[src/rtl/matvec_row_scheduler_if.sv]
// Handshake/bus bundle between the row scheduler, the dot-product engine and the result sink.
// master: scheduler side (start/abort/dp_y/res_ready in; status, engine control, result beat out).
interface matvec_row_scheduler_if #(
  parameter int WIDTH = 32,
  parameter int ROWS  = 16
);
  localparam int RW = (ROWS > 1) ? $clog2(ROWS) : 1;

  logic             start;
  logic             abort;
  logic             busy;
  logic             done;
  logic             dp_restart;
  logic [RW-1:0]    dp_row_sel;
  logic [WIDTH-1:0] dp_y;
  logic             res_valid;
  logic             res_ready;
  logic [WIDTH-1:0] res_data;
  logic [RW-1:0]    res_idx;
  logic             res_last;

  modport master (
    input  start, abort, dp_y, res_ready,
    output busy, done, dp_restart, dp_row_sel,
    output res_valid, res_data, res_idx, res_last
  );

  modport slave (
    output start, abort, dp_y, res_ready,
    input  busy, done, dp_restart, dp_row_sel,
    input  res_valid, res_data, res_idx, res_last
  );
endinterface

[src/rtl/matvec_row_scheduler.sv]
// Row sequencer for the shared dot-product engine: restart, wait DP_LAT, emit one beat per row.
// Ports: clk, reset (async, active-high), bus (master modport of matvec_row_scheduler_if).
module matvec_row_scheduler #(
  parameter int WIDTH  = 32,
  parameter int ROWS   = 16,
  parameter int DP_LAT = 6
) (
  input  logic                  clk,
  input  logic                  reset,
  matvec_row_scheduler_if.master bus
);
  localparam int RW = (ROWS > 1) ? $clog2(ROWS) : 1;
  localparam int CW = (DP_LAT > 1) ? $clog2(DP_LAT) : 1;
  localparam logic [RW-1:0] R_LAST = RW'(ROWS - 1);
  localparam logic [CW-1:0] C_LAST = CW'(DP_LAT - 1);

  typedef enum logic [2:0] {
    S_IDLE,
    S_RESTART,
    S_WAIT,
    S_EMIT,
    S_DONE
  } state_t;

  state_t           state_q, state_d;
  logic [RW-1:0]    r_q, r_d;
  logic [CW-1:0]    cnt_q, cnt_d;
  logic [WIDTH-1:0] data_q, data_d;
  logic [RW-1:0]    idx_q, idx_d;
  logic             last_q, last_d;

  always_ff @(posedge clk or posedge reset) begin
    if (reset) begin
      state_q <= S_IDLE;
      r_q     <= '0;
      cnt_q   <= '0;
      data_q  <= '0;
      idx_q   <= '0;
      last_q  <= 1'b0;
    end else begin
      state_q <= state_d;
      r_q     <= r_d;
      cnt_q   <= cnt_d;
      data_q  <= data_d;
      idx_q   <= idx_d;
      last_q  <= last_d;
    end
  end

  always_comb begin
    state_d = state_q;
    r_d     = r_q;
    cnt_d   = cnt_q;
    data_d  = data_q;
    idx_d   = idx_q;
    last_d  = last_q;
    // abort wins over everything and leaves the row select untouched
    if (bus.abort) begin
      state_d = S_IDLE;
    end else begin
      unique case (state_q)
        S_IDLE: begin
          if (bus.start) begin
            r_d     = '0;
            state_d = S_RESTART;
          end
        end
        S_RESTART: begin
          cnt_d   = '0;
          state_d = S_WAIT;
        end
        S_WAIT: begin
          if (cnt_q == C_LAST) begin
            data_d  = bus.dp_y;
            idx_d   = r_q;
            last_d  = (r_q == R_LAST);
            state_d = S_EMIT;
          end else begin
            cnt_d = cnt_q + 1'b1;
          end
        end
        S_EMIT: begin
          if (bus.res_ready) begin
            if (r_q == R_LAST) begin
              state_d = S_DONE;
            end else begin
              r_d     = r_q + 1'b1;
              state_d = S_RESTART;
            end
          end
        end
        S_DONE: begin
          state_d = S_IDLE;
        end
        default: begin
          state_d = S_IDLE;
        end
      endcase
    end
  end

  assign bus.busy       = (state_q != S_IDLE);
  assign bus.done       = (state_q == S_DONE);
  assign bus.dp_restart = (state_q == S_RESTART);
  assign bus.dp_row_sel = r_q;
  assign bus.res_valid  = (state_q == S_EMIT);
  assign bus.res_data   = data_q;
  assign bus.res_idx    = idx_q;
  assign bus.res_last   = last_q;
endmodule
[src/flat_wrapper.sv]
// flat-port wrapper written by rule: the top's interface ports become plain ports
module matvec_row_scheduler_flat 
#(
  parameter int WIDTH  = 32,
  parameter int ROWS   = 16,
  parameter int DP_LAT = 6
)
  (clk, reset, bus_start, bus_abort, bus_dp_y, bus_res_ready, bus_busy, bus_done, bus_dp_restart, bus_dp_row_sel, bus_res_valid, bus_res_data, bus_res_idx, bus_res_last);
  matvec_row_scheduler_if #(.WIDTH(WIDTH), .ROWS(ROWS)) bus_i ();
  input  logic clk;
  input  logic reset;
  input wire logic [$bits(bus_i.start)-1:0] bus_start;
  input wire logic [$bits(bus_i.abort)-1:0] bus_abort;
  input wire logic [$bits(bus_i.dp_y)-1:0] bus_dp_y;
  input wire logic [$bits(bus_i.res_ready)-1:0] bus_res_ready;
  output wire logic [$bits(bus_i.busy)-1:0] bus_busy;
  output wire logic [$bits(bus_i.done)-1:0] bus_done;
  output wire logic [$bits(bus_i.dp_restart)-1:0] bus_dp_restart;
  output wire logic [$bits(bus_i.dp_row_sel)-1:0] bus_dp_row_sel;
  output wire logic [$bits(bus_i.res_valid)-1:0] bus_res_valid;
  output wire logic [$bits(bus_i.res_data)-1:0] bus_res_data;
  output wire logic [$bits(bus_i.res_idx)-1:0] bus_res_idx;
  output wire logic [$bits(bus_i.res_last)-1:0] bus_res_last;
  assign bus_i.start = bus_start;
  assign bus_i.abort = bus_abort;
  assign bus_i.dp_y = bus_dp_y;
  assign bus_i.res_ready = bus_res_ready;
  assign bus_busy = bus_i.busy;
  assign bus_done = bus_i.done;
  assign bus_dp_restart = bus_i.dp_restart;
  assign bus_dp_row_sel = bus_i.dp_row_sel;
  assign bus_res_valid = bus_i.res_valid;
  assign bus_res_data = bus_i.res_data;
  assign bus_res_idx = bus_i.res_idx;
  assign bus_res_last = bus_i.res_last;
  matvec_row_scheduler #(.WIDTH(WIDTH), .ROWS(ROWS), .DP_LAT(DP_LAT)) u_core (.clk(clk), .reset(reset), .bus(bus_i));
endmodule
[config.mk]
export PLATFORM = sky130hd
export DESIGN_NAME = matvec_row_scheduler_flat
export DESIGN_NICKNAME = d
export VERILOG_FILES = /design/src/rtl/matvec_row_scheduler_if.sv /design/src/rtl/matvec_row_scheduler.sv /design/src/flat_wrapper.sv
export SDC_FILE = /design/constraint.sdc
export NUM_CORES = 1
export LEC_CHECK = 0
export BUFFER_PORTS_ARGS = -buffer_cell sky130_fd_sc_hd__buf_4
export CAP_MARGIN = 30
export CORE_AREA = 2 2 67 69
export CTS_CLUSTER_DIAMETER = 30
export DETAILED_ROUTE_END_ITERATION = 10
export DIE_AREA = 0 0 69 71
export PLACE_DENSITY = 0.92
export SLEW_MARGIN = 25
export SYNTH_ARGS = -nofsm -noshare
export SYNTH_HDL_FRONTEND = slang
export SYNTH_SLANG_ARGS = --single-unit
[constraint.sdc]
create_clock -name clk -period 5.2 [get_ports clk]
set_input_delay 0.78 -clock clk [delete_from_list [all_inputs] [get_ports clk]]
set_output_delay 0.78 -clock clk [all_outputs]
set_load 0.02 [all_outputs]
==> key figures, run 1 <==
STA
  • RSZ-0062 raised after global routing: no
  • Post-layout min period: around 2400 ps
  • Rel. slew slack: 48.97%
  • Setup_tns: 0 ps
  • Slew @ Worst Pin: 764.6 ps
  • Part of the cycle the worst path needs: 46.75%
  • Hold WS: 507.1 ps
  • Final worst slack: 2769 ps
  • Slew Viols, Final: 0
  • Fin. Hold Viols: 0
  • Achievable Freq: a little over 400 MHz
  • # setup viols final: 0
  • Worst Skew: 8.328 ps

Yosys
  • Unique masters post-synth: 37
  • Net Count, Synth: 192
  • Number of synthesized register bits: 47
  • Post-Syn Area: approximately 2000 µm²
  • Main synth FF type: dfrtp_1
  • Syn avg cell area: about 13 µm²
  • Ys async rst share: 100.0%
  • Synth Instances: 152
  • Synth Warn #: 0
  • Seq/Total Area, Yosys: 57.63%
  • EDFF count, synth: 0

Clock network
  • Clock buffer depth: 2
  • CTS tree: yes
  • # H-tree levels: 2
  • Cts bufs inserted: 5
  • Post-CTS Setup Inserts: 0
  • Clock root cell: clkbuf_8
  • Clock latency on the worst-skew pair: approximately 290 ps
  • Resized cells post-CTS: 0
  • Hold Buf Count CTS: 0
  • Clock sinks: 47
  • Clock slew at reported path FFs: 80 ps

Placement
  • RD Place Congestion: around 0.81
  • Placed Instances: between 200 and 300
  • Port bufs: 81
  • Detail Placement HPWL: 3013 µm
  • Placed Area: 2679 µm²
  • Post-placement setup slack: 2425 ps

Worst setup path
  • CP endpoint kind: register
  • Worst EP required: approximately 5400 ps
  • Critical path origin: bus_abort
  • Arr. time, crit path: 2610 ps
  • RR Startpoint: u_core.state_q[2]$_DFFE_PP0P_
  • CP Launch Type: input port
  • Crit path max fanout: 22
  • Kind of critical path: input port to register

Power and ir drop
  • PD cells: 484.8 nW/µm²
  • Maximum ir drop on the vdd rail: 0.2652 mV
  • Static Leak: 1.482 nW
  • Final total power: roughly 1.4 mW

Floorplan
  • Die X: 69 µm
  • DIE AREA: 4899 µm²
  • Initial Util: between 40 and 50%
  • Top Ports: 82
  • Die Y-Extent: 71 µm
  • Area of the core: about 4200 µm²
  • Num rows: 24

Detailed routing
  • Vias per cell: 5.142
  • Final routed DRC violation total: 0
  • Initial DRC count: 59
  • Post-Route WL: 3989 µm
  • Drt pass-1 iters: 4
  • Vias post-DR: approximately 1500
  • Wire per inst: 13.80 µm
  • ANT nets after route: 0

Global route
  • Pin count of the biggest net entering global routing: 48
  • Total grt overflow: 0
  • Total track usage: 17.34%
  • First-pass GRT wire length: 6796 µm
  • Initial antenna violation count: 0
  • Vias in the first global route: 1472

Finish
  • Final instance area: 2813 µm²
  • Post-layout util: between 60% and 70%
  • Fillers: 329
  • Proportion of layout cells with a drive suffix above 1: 54.85%
  • Non-filler cells, final: 289
  • Ant. Diodes: 0
  • Area delta synth->final: 37.83%
  • Nets: roughly 280

Worst hold path
  • Worst min-delay path startpoint: u_core.bus.res_data[29]$_DFFE_PP0P_
  • HP Class: register to register

Flow run
  • Max-cap viol count: 0

Run status
  • Status: finished clean
[cells by family (layout without fill, tap and decap cells)]
logic type / count (synthesis) / count (layout) / share of synthesized area (%)
muxes: 38 / 38 / 20.91
DFF: 47 / 47 / 57.63
and+or+nand+nor: 30 / 30 / 8.953
adders and majority gates: 3 / 3 / 1.840
buffers and inverters: 11 / 96 / 3.188
AOI/OAI and AO/OA: 23 / 23 / 7.481
[report_power, final]
part	internal, mW	leakage, nW	switching, mW
clock	0.192	0.0654	0.116
sequential	0.477	0.639	0.0779
combinational	0.250	0.777	0.251
[sequential cells by signal, indices dropped and copies added, names as in the netlist]
| name | count |
|---|---|
| u_core.bus.res_data | 32 |
| u_core.cnt_q | 3 |
| u_core.state_q | 3 |
| u_core.bus.dp_row_sel | 4 |
| u_core.bus.res_idx | 4 |
| u_core.bus.res_last | 1 |
[path summary, 6_finish.rpt]
check,end,slack (ps),cells past startpoint
max in group asynchronous,u_core.bus.res_data[23]$_DFFE_PP0P_,4140,2
min,u_core.bus.res_data[29]$_DFFE_PP0P_,510,1
max,u_core.bus.res_data[8]$_DFFE_PP0P_,2770,6
min in group asynchronous,u_core.bus.res_data[0]$_DFFE_PP0P_,600,2
min reg2reg,u_core.bus.res_data[29]$_DFFE_PP0P_,510,1
max reg2reg,u_core.bus.res_data[8]$_DFFE_PP0P_,2860,5
[synthesized netlist by cell type (all sizes together), types with 2 or more instances]
master   n  area share, %
and2     2           0.61
nor2     4           0.86
nor3     3            1.3
or3      2           0.61
dfrtp   47             58
nor3b    4            1.5
nand3    2           0.49
ha       3            1.8
buf      4            1.9
mux2    37             20
nand2    7            1.4
inv      6            1.1
o21ai   10            2.5
a22o     2           0.86
a21oi    2           0.49
[routing by layer]
layer  vias to the layer above  part of all wire, %  GRT usage [%]
li1                        714                    -              -
met1                       713                   40          21.12
met2                        55                   51          29.38
met3                         4                  7.6          4.701
met4                         0                  1.3          7.190
met5                         -                    0              0
[worst max-delay path, stage by stage]
cell,delay (ps)
buf_4,140
nor2_2,180
nand2_2,110
nor3_4,610
buf_4,400
mux2_2,380
[final cells by class]
class | instances | area, µm² | share of cell area [%]
Sequential cell | 47 | 1176 | 41.81
Multi-Input combinational cell | 94 | 799.5 | 28.43
Timing Repair Buffer | 82 | 615.6 | 21.89
Clock buffer | 6 | 72.57 | 2.580
Tap cell | 52 | 65.06 | 2.313
Clock inverter | 2 | 60.06 | 2.135
Inverter | 6 | 23.77 | 0.8452
[placed cells by master, fill, tap and decap left out, types with 2 or more instances in the layout]
cell type / Yosys / routed
mux2_2: 35 / 35
a21oi_1: 2 / 2
nand3_1: 2 / 2
clkbuf_8: 0 / 5
nand2_1: 6 / 6
or3_1: 2 / 2
nor3b_1: 4 / 4
a22o_1: 2 / 2
bufinv_16: 0 / 2
and2_1: 2 / 2
o21ai_0: 10 / 10
nor3_1: 2 / 2
mux2_1: 2 / 2
ha_1: 3 / 3
inv_1: 6 / 5
dfrtp_1: 47 / 47
nor2_1: 3 / 3
buf_4: 0 / 82
Power figures use the tool's default switching activity.
==> inputs of run 2 (changes only) <==
--- a/config.mk
+++ b/config.mk
@@ -7,11 +7,11 @@
 export LEC_CHECK = 0
 export BUFFER_PORTS_ARGS = -buffer_cell sky130_fd_sc_hd__buf_4
 export CAP_MARGIN = 30
-export CORE_AREA = 2 2 67 69
+export CORE_AREA = 2 2 69 71
 export CTS_CLUSTER_DIAMETER = 30
 export DETAILED_ROUTE_END_ITERATION = 10
-export DIE_AREA = 0 0 69 71
-export PLACE_DENSITY = 0.92
+export DIE_AREA = 0 0 71 73
+export PLACE_DENSITY = 0.88
 export SLEW_MARGIN = 25
 export SYNTH_ARGS = -nofsm -noshare
 export SYNTH_HDL_FRONTEND = slang
==> constraint.sdc (replaced) <==
create_clock -name clk -period 2.38 [get_ports clk]
set_input_delay 0.357 -clock clk [delete_from_list [all_inputs] [get_ports clk]]
set_output_delay 0.357 -clock clk [all_outputs]
set_load 0.02 [all_outputs]
==> key figures, run 2 (synthesized netlist as in run 1, its figures left out) <==
Run status
  • Status: finished clean

Clock network
  • Hold Buf Count CTS: 0 (unchanged)
  • Cts bufs inserted: 5 (unchanged)
  • Post-CTS Setup Inserts: 0 (unchanged)
  • Clock slew at reported path FFs: 80 ps (about the same)
  • Resized cells post-CTS: 0 (unchanged)
  • CTS tree: yes
  • Clock buffer depth: 2 (unchanged)
  • Clock sinks: 47 (unchanged)
  • Clock root cell: clkbuf_8
  • # H-tree levels: 2 (unchanged)
  • Clock latency on the worst-skew pair: 290 ps (about the same)

STA
  • Final worst slack: 429.5 ps (-2339 ps)
  • Slew Viols, Final: 0 (unchanged)
  • Worst Skew: 4.924 ps (-3.404 ps)
  • Post-layout min period: around 2000 ps
  • Setup_tns: 0 ps (unchanged)
  • Rel. slew slack: 56.16% (+7.2 points)
  • Achievable Freq: approximately 500 MHz
  • Slew @ Worst Pin: 656.7 ps (-107.8 ps)
  • Hold WS: 164.0 ps (-343.1 ps)
  • Fin. Hold Viols: 0 (unchanged)
  • Part of the cycle the worst path needs: 81.95%
  • RSZ-0062 raised after global routing: no
  • # setup viols final: 0 (unchanged)

Power and ir drop
  • P_int: 1.898 mW (+110%)
  • Maximum ir drop on the vdd rail: 0.3937 mV (+48%)
  • Combinational share of power: 38.4% (+1.7 points)
  • NetSw: 0.9545 mW (+110%)
  • Final total power: 2.853 mW (+110%)
  • Sequential Power Share: 42.4% (+1.7 points)
  • PD cells: 1015 nW/µm² (+110%)
  • Clk pwr share: 19.2% (-3.4 points)
  • Net Sw Frac: 33.46% (+0.83 points)
  • Static Leak: 1.480 nW (-0.10%)

Finish
  • Non-filler cells, final: 292 (+1.0%)
  • Nets: 278 (+0.72%)
  • Most frequent cells in the layout: buf_4 (83), dfrtp_1 (47), mux2_2 (35), o21ai_0 (10), nand2_1 (6)
  • Multi-input logic area: 799.5 µm² (unchanged)
  • Fillers: 375 (+14%)
  • Final instance area: 2811 µm² (about the same)
  • Area delta synth->final: 37.77% (about the same)
  • Leading cell type in the layout, fill and taps excluded: buf_4
  • Storage cell area: 1176 µm² (unchanged)
  • Ant. Diodes: 0 (unchanged)
  • Post-layout util: 61.99% (-4.9 points)
  • Max FFs per register: 32 (unchanged)
  • Proportion of layout cells with a drive suffix above 1: 55.04% (+0.19 points)

Floorplan
  • Die X: 71 µm (+2.9%)
  • Area of the core: 4536 µm² (+7.9%)
  • Num rows: 25 (+4.2%)
  • Initial Util: 44.99% (-3.5 points)
  • DIE AREA: 5183 µm² (+5.8%)
  • Die Y-Extent: 73 µm (+2.8%)
  • Top Ports: 82 (unchanged)

Detailed routing
  • Wire per inst: 13.75 µm (-0.38%)
  • Post-Route WL: 4015 µm (+0.65%)
  • Vias per cell: 5.195 (+1.0%)
  • Initial DRC count: 49 (-17%)
  • Final routed DRC violation total: 0 (unchanged)
  • Vias post-DR: 1517 (+2.1%)
  • Drt pass-1 iters: 4 (unchanged)
  • ANT nets after route: 0 (unchanged)

Global route
  • Met1 usage: 18.10% (-3.0 points)
  • GRT Max-Usage Layer: met2
  • Vias in the first global route: 1505 (+2.2%)
  • Total track usage: 15.86% (-1.5 points)
  • Total grt overflow: 0 (unchanged)
  • Initial antenna violation count: 0 (unchanged)
  • First-pass GRT wire length: 6548 µm (-3.6%)
  • Pin count of the biggest net entering global routing: 35 (-27%)
  • M3 GR Usage: 3.177% (-1.5 points)
  • Global-route met2 utilization: 28.66% (-0.72 points)

Placement
  • Port bufs: 81 (unchanged)
  • Placed Area: 2709 µm² (+1.1%)
  • Post-placement setup slack: 537.4 ps (-1887 ps)
  • Detail Placement HPWL: 3058 µm (+1.5%)
  • Placed Instances: 285 (+1.4%)
  • RD Place Congestion: 0.9168 (+13%)

Worst setup path
  • Worst r2r path cells: 5 (unchanged)
  • Cells along the critical path: nor3b_1, buf_4
  • CP endpoint kind: output pin
  • Crit path max fanout: 15 (-32%)
  • Worst EP required: 2020 ps (-3360 ps)
  • CP max-delay cell: dfrtp_1
  • Arr. time, crit path: 1590 ps (-1020 ps)
  • Crit-path max cell delay: 620 ps (about the same)
  • CP Launch Type: register
  • Kind of critical path: register to output pin
  • Worst Path Buf+Inv: 1 (-1)
  • Stages on worst setup path: 2 (-4)
  • CP delay by family, top: flip-flops

Worst hold path
  • HP Class: input port to asynchronous set/reset pin

Flow run
  • Max-cap viol count: 0 (unchanged)
[run 2: changes by cell type in the layout (fill, tap and decap cells not counted), sizes merged]
| cell | change |
|---|---|
| clkinv | -1 |
| buf | +2 |
| bufinv | -1 |
| inv | +1 |
[run 2: power by group through the flow]
| stage | clock, mW | combinational [mW] | sequential [mW] |
|---|---|---|---|
| global route | 0.599 | 1.18 | 1.24 |
| finish | 0.547 | 1.10 | 1.21 |
| floorplan | 0 | 0.379 | 1.46 |
| CTS | 0.571 | 1.11 | 1.21 |
| global placement | 0 | 1.08 | 1.21 |
| detailed placement | 0 | 1.11 | 1.23 |
[run 2: worst paths after layout]
kind                                                      endpoint  slack [ps]                          startpoint
worst max-delay path                                bus_dp_restart         430       u_core.state_q[0]$_DFFE_PP0P_
worst max register to register  u_core.bus.res_data[6]$_DFFE_PP0P_         560       u_core.state_q[2]$_DFFE_PP0P_
max in group asynchronous              u_core.cnt_q[1]$_DFFE_PP0P_        1610                               reset
worst min-delay path            u_core.bus.res_data[0]$_DFFE_PP0P_         160                               reset
min in group clk                     u_core.state_q[1]$_DFFE_PP0P_         280                       bus_res_ready
worst min register to register  u_core.bus.res_data[0]$_DFFE_PP0P_         510  u_core.bus.res_data[0]$_DFFE_PP0P_
[run 2: metal layers]
layer / vias up / share of wire [%]
met1: 744 / 37
li1: 716 / -
met4: 0 / 1.8
met3: 6 / 6.0
met2: 51 / 55
met5: - / 0
[run 2: final cells by class]
type                            count  share of cell area [%]
Clock inverter                      1                   1.068
Clock buffer                        6                   2.581
Sequential cell                    47                   41.83
Inverter                            6                  0.8011
Tap cell                           54                   2.403
Multi-Input combinational cell     94                   28.44
Timing Repair Buffer               84                   22.87
[run 2: worst reg2reg max path, stage by stage, from the launching register on]
cell	delay, ps
dfrtp_1	460
nor2_2	210
nand2_2	110
nor3_4	310
buf_12	250
mux2_2	380
==> inputs of run 3 (changes only) <==
==> constraint.sdc (replaced) <==
create_clock -name clk -period 1.91 [get_ports clk]
set_input_delay 0.2865 -clock clk [delete_from_list [all_inputs] [get_ports clk]]
set_output_delay 0.2865 -clock clk [all_outputs]
set_load 0.02 [all_outputs]
==> key figures, run 3 (synthesized netlist as in run 1, its figures left out) <==
Clock network
  • # H-tree levels: 2 (unchanged)
  • Clock buffer depth: 2 (unchanged)
  • Hold Buf Count CTS: 0 (unchanged)
  • Cts bufs inserted: 5 (unchanged)
  • Clock root cell: clkbuf_8
  • Clock latency on the worst-skew pair: 290 ps (about the same)
  • Clock sinks: 47 (unchanged)
  • Clock slew at reported path FFs: 80 ps (about the same)
  • CTS tree: yes

Placement
  • RD Place Congestion: 0.8970 (-2.2%)
  • Detail Placement HPWL: 3031 µm (-0.88%)
  • Port bufs: 81 (unchanged)

Floorplan
  • Area of the core: 4536 µm² (unchanged)
  • Top Ports: 82 (unchanged)
  • Num rows: 25 (unchanged)
  • Die X: 71 µm (unchanged)
  • Die Y-Extent: 73 µm (unchanged)
  • Initial Util: 44.99% (unchanged)
  • DIE AREA: 5183 µm² (unchanged)

Power and ir drop
  • Final total power: 3.529 mW (+24%)
  • Maximum ir drop on the vdd rail: 0.4860 mV (+23%)
  • Static Leak: 1.506 nW (+1.7%)
  • PD cells: 1236 nW/µm² (+22%)

Global route
  • M3 GR Usage: 3.315% (+0.14 points)
  • Vias in the first global route: 1513 (+0.53%)
  • First-pass GRT wire length: 6637 µm (+1.4%)
  • Total grt overflow: 0 (unchanged)
  • GRT Max-Usage Layer: met2
  • Global-route met2 utilization: 30.01% (+1.3 points)
  • Met1 usage: 18.33% (+0.23 points)
  • Initial antenna violation count: 0 (unchanged)
  • Pin count of the biggest net entering global routing: 48 (+37%)
  • Total track usage: 16.20% (+0.34 points)

Worst setup path
  • CP Launch Type: register
  • Crit path max fanout: 34 (+19)
  • Arr. time, crit path: 1910 ps (+320 ps)
  • Worst Path Buf+Inv: 1 (unchanged)
  • Worst EP required: 2080 ps (+60 ps)
  • Kind of critical path: register to register
  • CP endpoint kind: register
  • CP delay by family, top: simple AND/OR/NAND/NOR gates
  • Cells along the critical path: nor2_2, nand2_2, nor3_4, buf_12, mux2_2
  • Crit-path max cell delay: 470 ps (-150 ps)
  • CP max-delay cell: dfrtp_1

STA
  • Slew @ Worst Pin: 435.6 ps (-221.1 ps)
  • RSZ-0062 raised after global routing: no
  • Slew Viols, Final: 0 (unchanged)
  • Fin. Hold Viols: 0 (unchanged)
  • Post-layout min period: around 1700 ps
  • Worst Skew: 6.122 ps (+1.198 ps)
  • Achievable Freq: 576.5 MHz
  • # setup viols final: 0 (unchanged)
  • Part of the cycle the worst path needs: 90.82%
  • Setup_tns: 0 ps (unchanged)
  • Rel. slew slack: 70.69% (+15 points)

Detailed routing
  • ANT nets after route: 0 (unchanged)
  • Final routed DRC violation total: 0 (unchanged)
  • Drt pass-1 iters: 4 (unchanged)
  • Post-Route WL: 3979 µm (-0.90%)
  • Vias per cell: 5.152 (-0.83%)
  • Initial DRC count: 68 (+39%)
  • Wire per inst: 13.44 µm (-2.2%)
  • Vias post-DR: 1525 (+0.53%)

Finish
  • Nets: 281 (+1.1%)
  • Ant. Diodes: 0 (unchanged)
  • Leading cell type in the layout, fill and taps excluded: buf_4
  • Most frequent cells in the layout: buf_4 (85), dfrtp_1 (47), mux2_2 (35), o21ai_0 (10), clkbuf_8 (7)
  • Area delta synth->final: 39.91%
  • Fillers: 352 (-6.1%)
  • Max FFs per register: 32 (unchanged)
  • Proportion of layout cells with a drive suffix above 1: 56.61% (+1.6 points)

Worst hold path
  • HP Class: input port to asynchronous set/reset pin

Run status
  • Status: finished clean

Flow run
  • Max-cap viol count: 0 (unchanged)
[run 3: cell count changes in the layout (fill, tap and decap cells not counted), sizes merged]
cell | before | now
clkbuf | 6 | 8
bufinv | 1 | 0
buf | 84 | 87
[run 3: cell type report]
cell class                 count  area [µm²]  area share, %
sequential                    47        1176          41.19
multi-input combinational     94       810.8          28.40
timing repair buffer          87       678.2          23.75
clock buffer                   8       100.1          3.506
tap                           54       67.56          2.366
inverter                       6       22.52         0.7888
[run 3: worst paths after layout]
check,startpoint,depth (start not counted),endpoint,slack (ps)
max,u_core.state_q[2]$_DFFE_PP0P_,5,u_core.bus.res_data[3]$_DFFE_PP0P_,180
min,reset,3,u_core.bus.res_data[0]$_DFFE_PP0P_,30
max reg2reg,u_core.state_q[2]$_DFFE_PP0P_,5,u_core.bus.res_data[3]$_DFFE_PP0P_,180
min reg2reg,u_core.bus.res_data[30]$_DFFE_PP0P_,1,u_core.bus.res_data[30]$_DFFE_PP0P_,500
max in group asynchronous,reset,3,u_core.cnt_q[0]$_DFFE_PP0P_,1670
min in group clk,bus_res_ready,2,u_core.state_q[1]$_DFFE_PP0P_,200
[run 3: power breakdown]
| part | switching (mW) | internal [mW] |
|---|---|---|
| Sequential | 0.191 | 1.30 |
| Combinational | 0.700 | 0.705 |
| Clock | 0.304 | 0.330 |
[run 3: per-stage QoR]
| stage | hold slack (ps) | util [%] | instances | setup WS (ps) | area, µm² |
|---|---|---|---|---|---|
| 2_1_floorplan | 391.7 | - | 152 | 130.1 | 2041 |
| 4_1_cts | 42.38 | 62.70 | 296 | 65.52 | 2844 |
| 3_3_place_gp | 350.2 | 60.50 | 288 | 254.4 | 2744 |
| 3_5_place_dp | 356.6 | 60.50 | 288 | 193.5 | 2744 |
| 6_report | 34.69 | 62.95 | 296 | 175.4 | 2855 |
| 5_1_grt | 52.77 | 62.95 | 296 | 81.04 | 2855 |
[run 3: repair_timing]
item | in CTS | in global routing
hold endpoints to repair | 0 | 0
resized for setup | 0 | 2
buffers inserted | 0 | 0
endpoints found under the setup margin | 0 | 3
[run 3: worst min-delay path, stage by stage]
cell and delay (ps):
buf_4 110, inv_2 60, buf_12 240
[run 3: per-layer routing]
layer  vias up  routed length [µm]
li1        723                   -
met1       751                1548
met2        46                2153
met3         5                 226
met4         0                  51
met5         -                   0
